==> config.mk <==
export PLATFORM = sky130hd
export DESIGN_NAME = pipeline_hazard_ctrl
export DESIGN_NICKNAME = d
export VERILOG_FILES = /design/src/rtl/pipeline_hazard_ctrl.sv
export SDC_FILE = /design/constraint.sdc
export NUM_CORES = 1
export LEC_CHECK = 0
export BUFFER_PORTS_ARGS = -buffer_cell sky130_fd_sc_hd__buf_2
export CORE_ASPECT_RATIO = 1.2
export CORE_UTILIZATION = 40
export DETAILED_ROUTE_END_ITERATION = 8
export SETUP_SLACK_MARGIN = 0.15
export SLEW_MARGIN = 15
export SYNTH_ARGS = -nofsm -noshare
export SYNTH_HDL_FRONTEND = slang
export SYNTH_SLANG_ARGS = --single-unit
==> constraint.sdc <==
create_clock -name clk -period 2.5 [get_ports clk]
set_input_delay 0 -clock clk [delete_from_list [all_inputs] [get_ports clk]]
set_output_delay 0 -clock clk [all_outputs]
set_load 0.005 [all_outputs]
==> src/rtl/pipeline_hazard_ctrl.sv <==
// Pipeline hazard controller: load-use stalls, taken-branch flushes, data-memory
// freezes with a sticky wait timeout, and stall/flush performance counters.
module pipeline_hazard_ctrl (
  input  logic        clk,
  input  logic        reset,
  input  logic [4:0]  rs1_id,
  input  logic [4:0]  rs2_id,
  input  logic        use_rs1_id,
  input  logic        use_rs2_id,
  input  logic        memread_ex,
  input  logic [4:0]  rd_ex,
  input  logic        branch_taken_ex,
  input  logic        dmem_req_mem,
  input  logic        dmem_ready,
  output logic        pc_write,
  output logic        if_id_write,
  output logic        id_ex_write,
  output logic        ex_mem_write,
  output logic        mem_wb_write,
  output logic        if_id_flush,
  output logic        id_ex_flush,
  output logic [15:0] stall_cnt,
  output logic [15:0] flush_cnt,
  output logic        mem_timeout
);
  typedef enum logic [1:0] {INIT, RUN, MEM_WAIT} state_t;

  state_t      r_state;
  logic [1:0]  r_init_cnt;
  logic [7:0]  r_wait_cnt;
  logic [15:0] r_stall_cnt;
  logic [15:0] r_flush_cnt;
  logic        r_timeout;

  logic w_init, w_mem_stall, w_load_use, w_branch_flush;
  logic [6:0] w_ctl;

  // reset is folded in so outputs show the INIT pattern while it is held
  assign w_init      = reset | (r_state == INIT);
  assign w_mem_stall = dmem_req_mem & ~dmem_ready;
  assign w_load_use  = memread_ex & (rd_ex != 5'd0) &
                       ((use_rs1_id & (rs1_id == rd_ex)) | (use_rs2_id & (rs2_id == rd_ex)));
  assign w_branch_flush = ~w_init & ~w_mem_stall & branch_taken_ex;

  // {pc, if_id_w, id_ex_w, ex_mem_w, mem_wb_w, if_id_flush, id_ex_flush}
  always_comb begin
    w_ctl = 7'b1111100;
    if (w_init)              w_ctl = 7'b0111111;
    else if (w_mem_stall)    w_ctl = 7'b0000000;
    else if (branch_taken_ex) w_ctl = 7'b1111111;
    else if (w_load_use)     w_ctl = 7'b0011101;
  end

  assign {pc_write, if_id_write, id_ex_write, ex_mem_write, mem_wb_write,
          if_id_flush, id_ex_flush} = w_ctl;

  always_ff @(posedge clk) begin
    if (reset) begin
      r_state     <= INIT;
      r_init_cnt  <= 2'd0;
      r_wait_cnt  <= 8'd0;
      r_stall_cnt <= 16'd0;
      r_flush_cnt <= 16'd0;
      r_timeout   <= 1'b0;
    end else begin
      case (r_state)
        INIT: begin
          if (r_init_cnt == 2'd1) begin
            r_state    <= RUN;
            r_init_cnt <= 2'd0;
          end else begin
            r_init_cnt <= r_init_cnt + 2'd1;
          end
        end
        RUN: begin
          if (w_mem_stall) begin
            r_state    <= MEM_WAIT;
            r_wait_cnt <= 8'd0;
          end
        end
        MEM_WAIT: begin
          // ready or a dropped request both end the wait; timeout never aborts it
          if (!w_mem_stall) begin
            r_state <= RUN;
          end else if (r_wait_cnt != 8'hFF) begin
            r_wait_cnt <= r_wait_cnt + 8'd1;
            if (r_wait_cnt == 8'hFE) r_timeout <= 1'b1;
          end
        end
        default: r_state <= INIT;
      endcase

      if (r_state != INIT) begin
        if (!pc_write && r_stall_cnt != 16'hFFFF) r_stall_cnt <= r_stall_cnt + 16'd1;
        if (w_branch_flush && r_flush_cnt != 16'hFFFF) r_flush_cnt <= r_flush_cnt + 16'd1;
      end
    end
  end

  assign stall_cnt   = r_stall_cnt;
  assign flush_cnt   = r_flush_cnt;
  assign mem_timeout = r_timeout;
endmodule

==> flow_summary.ini <==
[cts]
htreeDepth = 2
cts_sinks = 45
insertion_delay_ns = 0.29
post-cts-setup-buffers = 0
cts_root_buf = clkbuf_8
cts_tree = built
cts_buffer_depth = 2
path_clk_slew_ns = 0.08
cts_buffers = 5
ctsHoldBuffers = 0

[logic_synthesis]
synth_seq_area_share_pct = 38.2
synth_cell_type_count = 44
synth_top_family_by_area = simple AND/OR/NAND/NOR gates
synth_ff_type = dfxtp_1
synth_area_um2 = 2360
yosys_warnings = 0
synth_edf_count = 0
syn_inst = 283
synth.avg_cell_area_um2 = 8.34
ys_ff_latch = 45
syn-num-nets = 310
synth_xor_area_share_pct = 11.1
synthMuxAreaShare_pct = 2.28
synth_compound_area_share_pct = 12.6
async_flop_share_pct = 0
synthSimpleGateAreaFrac_pct = 30.0
synthAdderAreaFrac_pct = 2.12

[timing]
setup_viol = 0
fin_crit_sh_pct = 86.9
hold_violations = 0
fin_skew_ns = 0.00844
min_period_ns = 2.17
worstMarginPinSlew_ns = 0.632
slew_headroom_pct = 57.8
rsz0062_at_grt = no
fin_tns_setup_ns = 0
clock.fmax_mhz = 460
finalMaxSlewViolations = 0

[pwr]
p_total_mw = 1.42
ir_worst_vdd_mv = 0.261
power_density_nw_per_um2 = 501
leakage_nw = 1.09

[floorplan]
die_x_um = 72.1
die-area_um2 = 6220
pin_count = 63
die_height_um = 86.2
num_rows = 30
fp.coreArea_um2 = 5670
initial_utilization_pct = 41.7

[run]
cap_viol_max_count = 0

[worst_setup_path]
cpPeakStageDelay_ns = 0.47
cp_num_buf_inv = 1
crit_path_end_kind = register
arrival_ns = 2.40
crit_path_cell_trace = and4_1 -> and2_4 -> and4_4 -> a41o_2 -> buf_4 -> or4_1 -> a21oi_1
reg2reg_depth = 7
worstPathMaxFanout = 16
cp_num_cells = 7
start_kind = register
crit_required_ns = 2.73
slowest_stage = or4_1
critical_path.top_delay_family = simple AND/OR/NAND/NOR gates
worstSetupPathType = reg -> reg

[global_route]
grt_max_degree = 43
gr-usage-all-layers_pct = 17.8
gr-total-overflow = 0
antenna_found_initial = 0
grt_pass1_vias = 2105
grt_pass1_wl_um = 8960

[finish]
areaGrowthSynthToFinish_pct = 20.0
nNetsFinal = 372
postLayoutCoreUtil_pct = 50.0
drive_gt1_share_pct = 24.0
diodes = 0

[drt]
drc = 0
wl_per_cell_um = 12.2
ant_nets = 0
vias_per_cell = 5.18
first_iter_violations = 76
dr.pass1.iters = 4
vias = 2207
routed_wl_um = 5210

[outcome]
status = complete, no violations

[worst_hold_path]
min_path_type = in -> reg
hold_depth = 4

[placement]
gp_congestion = 0.819
portBuffers = 62
hpwlAfterDp_um = 3750
-- what timing repair did --
action                                  4_1_cts  5_1_grt
hold endpoints to repair                      0        0
endpoints found under the setup margin        0        2
resized for setup                             0        1
-- report_power, final --
group | internal (mW) | switching (mW)
clock network | 0.194 | 0.235
logic | 0.102 | 0.138
registers | 0.734 | 0.0169
total | 1.03 | 0.390
-- Yosys cell counts, types with 4 or more instances --
cell type | number | area share [%]
nand2_1 | 22 | 3.5
nor4_1 | 6 | 1.6
xnor2_1 | 14 | 5.2
nand3_1 | 25 | 5.3
nor2b_1 | 4 | 1.1
nor2_1 | 41 | 6.5
dfxtp_1 | 45 | 38
clkbuf_1 | 7 | 1.1
buf_4 | 4 | 1.3
or4_1 | 11 | 3.5
xor2_1 | 16 | 5.9
nand2b_1 | 4 | 1.1
ha_1 | 4 | 2.1
and3_1 | 4 | 1.1
nand4_1 | 9 | 2.4
a21oi_1 | 17 | 3.6
o31ai_1 | 9 | 2.9
-- registers in the layout, summed over array words and instances, names as in the netlist --
signal       flops
flush_cnt       16
stall_cnt       16
r_wait_cnt       8
r_init_cnt       2
r_state          2
mem_timeout      1
-- routing by layer --
| metal | part of all wire [%] | GRT usage (%) |
|---|---|---|
| met5 | 0 | 0 |
| met4 | 2.2 | 6.60 |
| met3 | 3.4 | 3.53 |
| met2 | 50 | 31.9 |
| met1 | 44 | 20.5 |
-- kinds of logic after synthesis --
group                      count (synthesis)
and+or+nand+nor                          138
DFF                                       45
AOI/OAI and AO/OA                         44
xor gates and xnor gates                  30
buffers and inverters                     17
muxes                                      5
adders and majority gates                  4
-- cells in the final DEF (no fill, tap or decap), types with 2 or more instances in the layout --
cell type	n
and3_1	4
a21oi_1	16
buf_4	7
ha_1	4
buf_2	62
nand2_1	22
a211oi_1	2
and4_1	2
nand4_1	9
inv_1	3
clkinv_2	2
nor2_1	41
dfxtp_1	45
mux2_1	3
o21ai_0	2
o41ai_1	2
clkbuf_8	5
mux2i_1	2
o31ai_1	9
or4_1	11
nand2b_1	4
xnor2_1	14
xor2_1	16
nand3_1	25
nor4_1	6
nor2b_1	4
o21ai_1	3
and2_1	2
-- area by class of cell --
class / instances / area, um^2
clock buffers: 6 / 72.6
clock inverters: 2 / 10.0
fillers: 577 / 2830
inverters: 3 / 11.3
multi-input cells: 221 / 1380
flip-flops and latches: 45 / 901
well taps: 80 / 100
repair buffers: 69 / 363
-- worst paths after layout --
check                                           startpoint                         end  slack, ns
worst min-delay path                            dmem_ready     r_state[0]$_SDFFE_PP0P_       0.14
worst max register to register   stall_cnt[7]$_SDFFE_PP0P_   stall_cnt[7]$_SDFFE_PP0P_       0.33
worst min register to register  r_init_cnt[1]$_SDFFE_PP0P_  r_init_cnt[1]$_SDFFE_PP0P_       0.45
worst max-delay path             stall_cnt[7]$_SDFFE_PP0P_   stall_cnt[7]$_SDFFE_PP0P_       0.33
-- worst register-to-register path, delay by kind of cell, from the launching register on --
family          cells  cell delay [ns]
compound gates      2             0.52
buf+inv             1             0.19
flops               1             0.36
simple gates        4             1.04
-- per-stage QoR --
step           cells  cell area (um^2)  setup WS (ns)  hold WS, ns
5_1_grt          426              2830          0.223        0.155
4_1_cts          426              2830          0.272        0.134
3_5_place_dp     418              2750          0.298        0.322
3_3_place_gp     418              2750          0.329        0.323
2_1_floorplan    283              2360          0.539        0.112
6_report         426              2830          0.326        0.143
(Power assumes the default switching activity.)
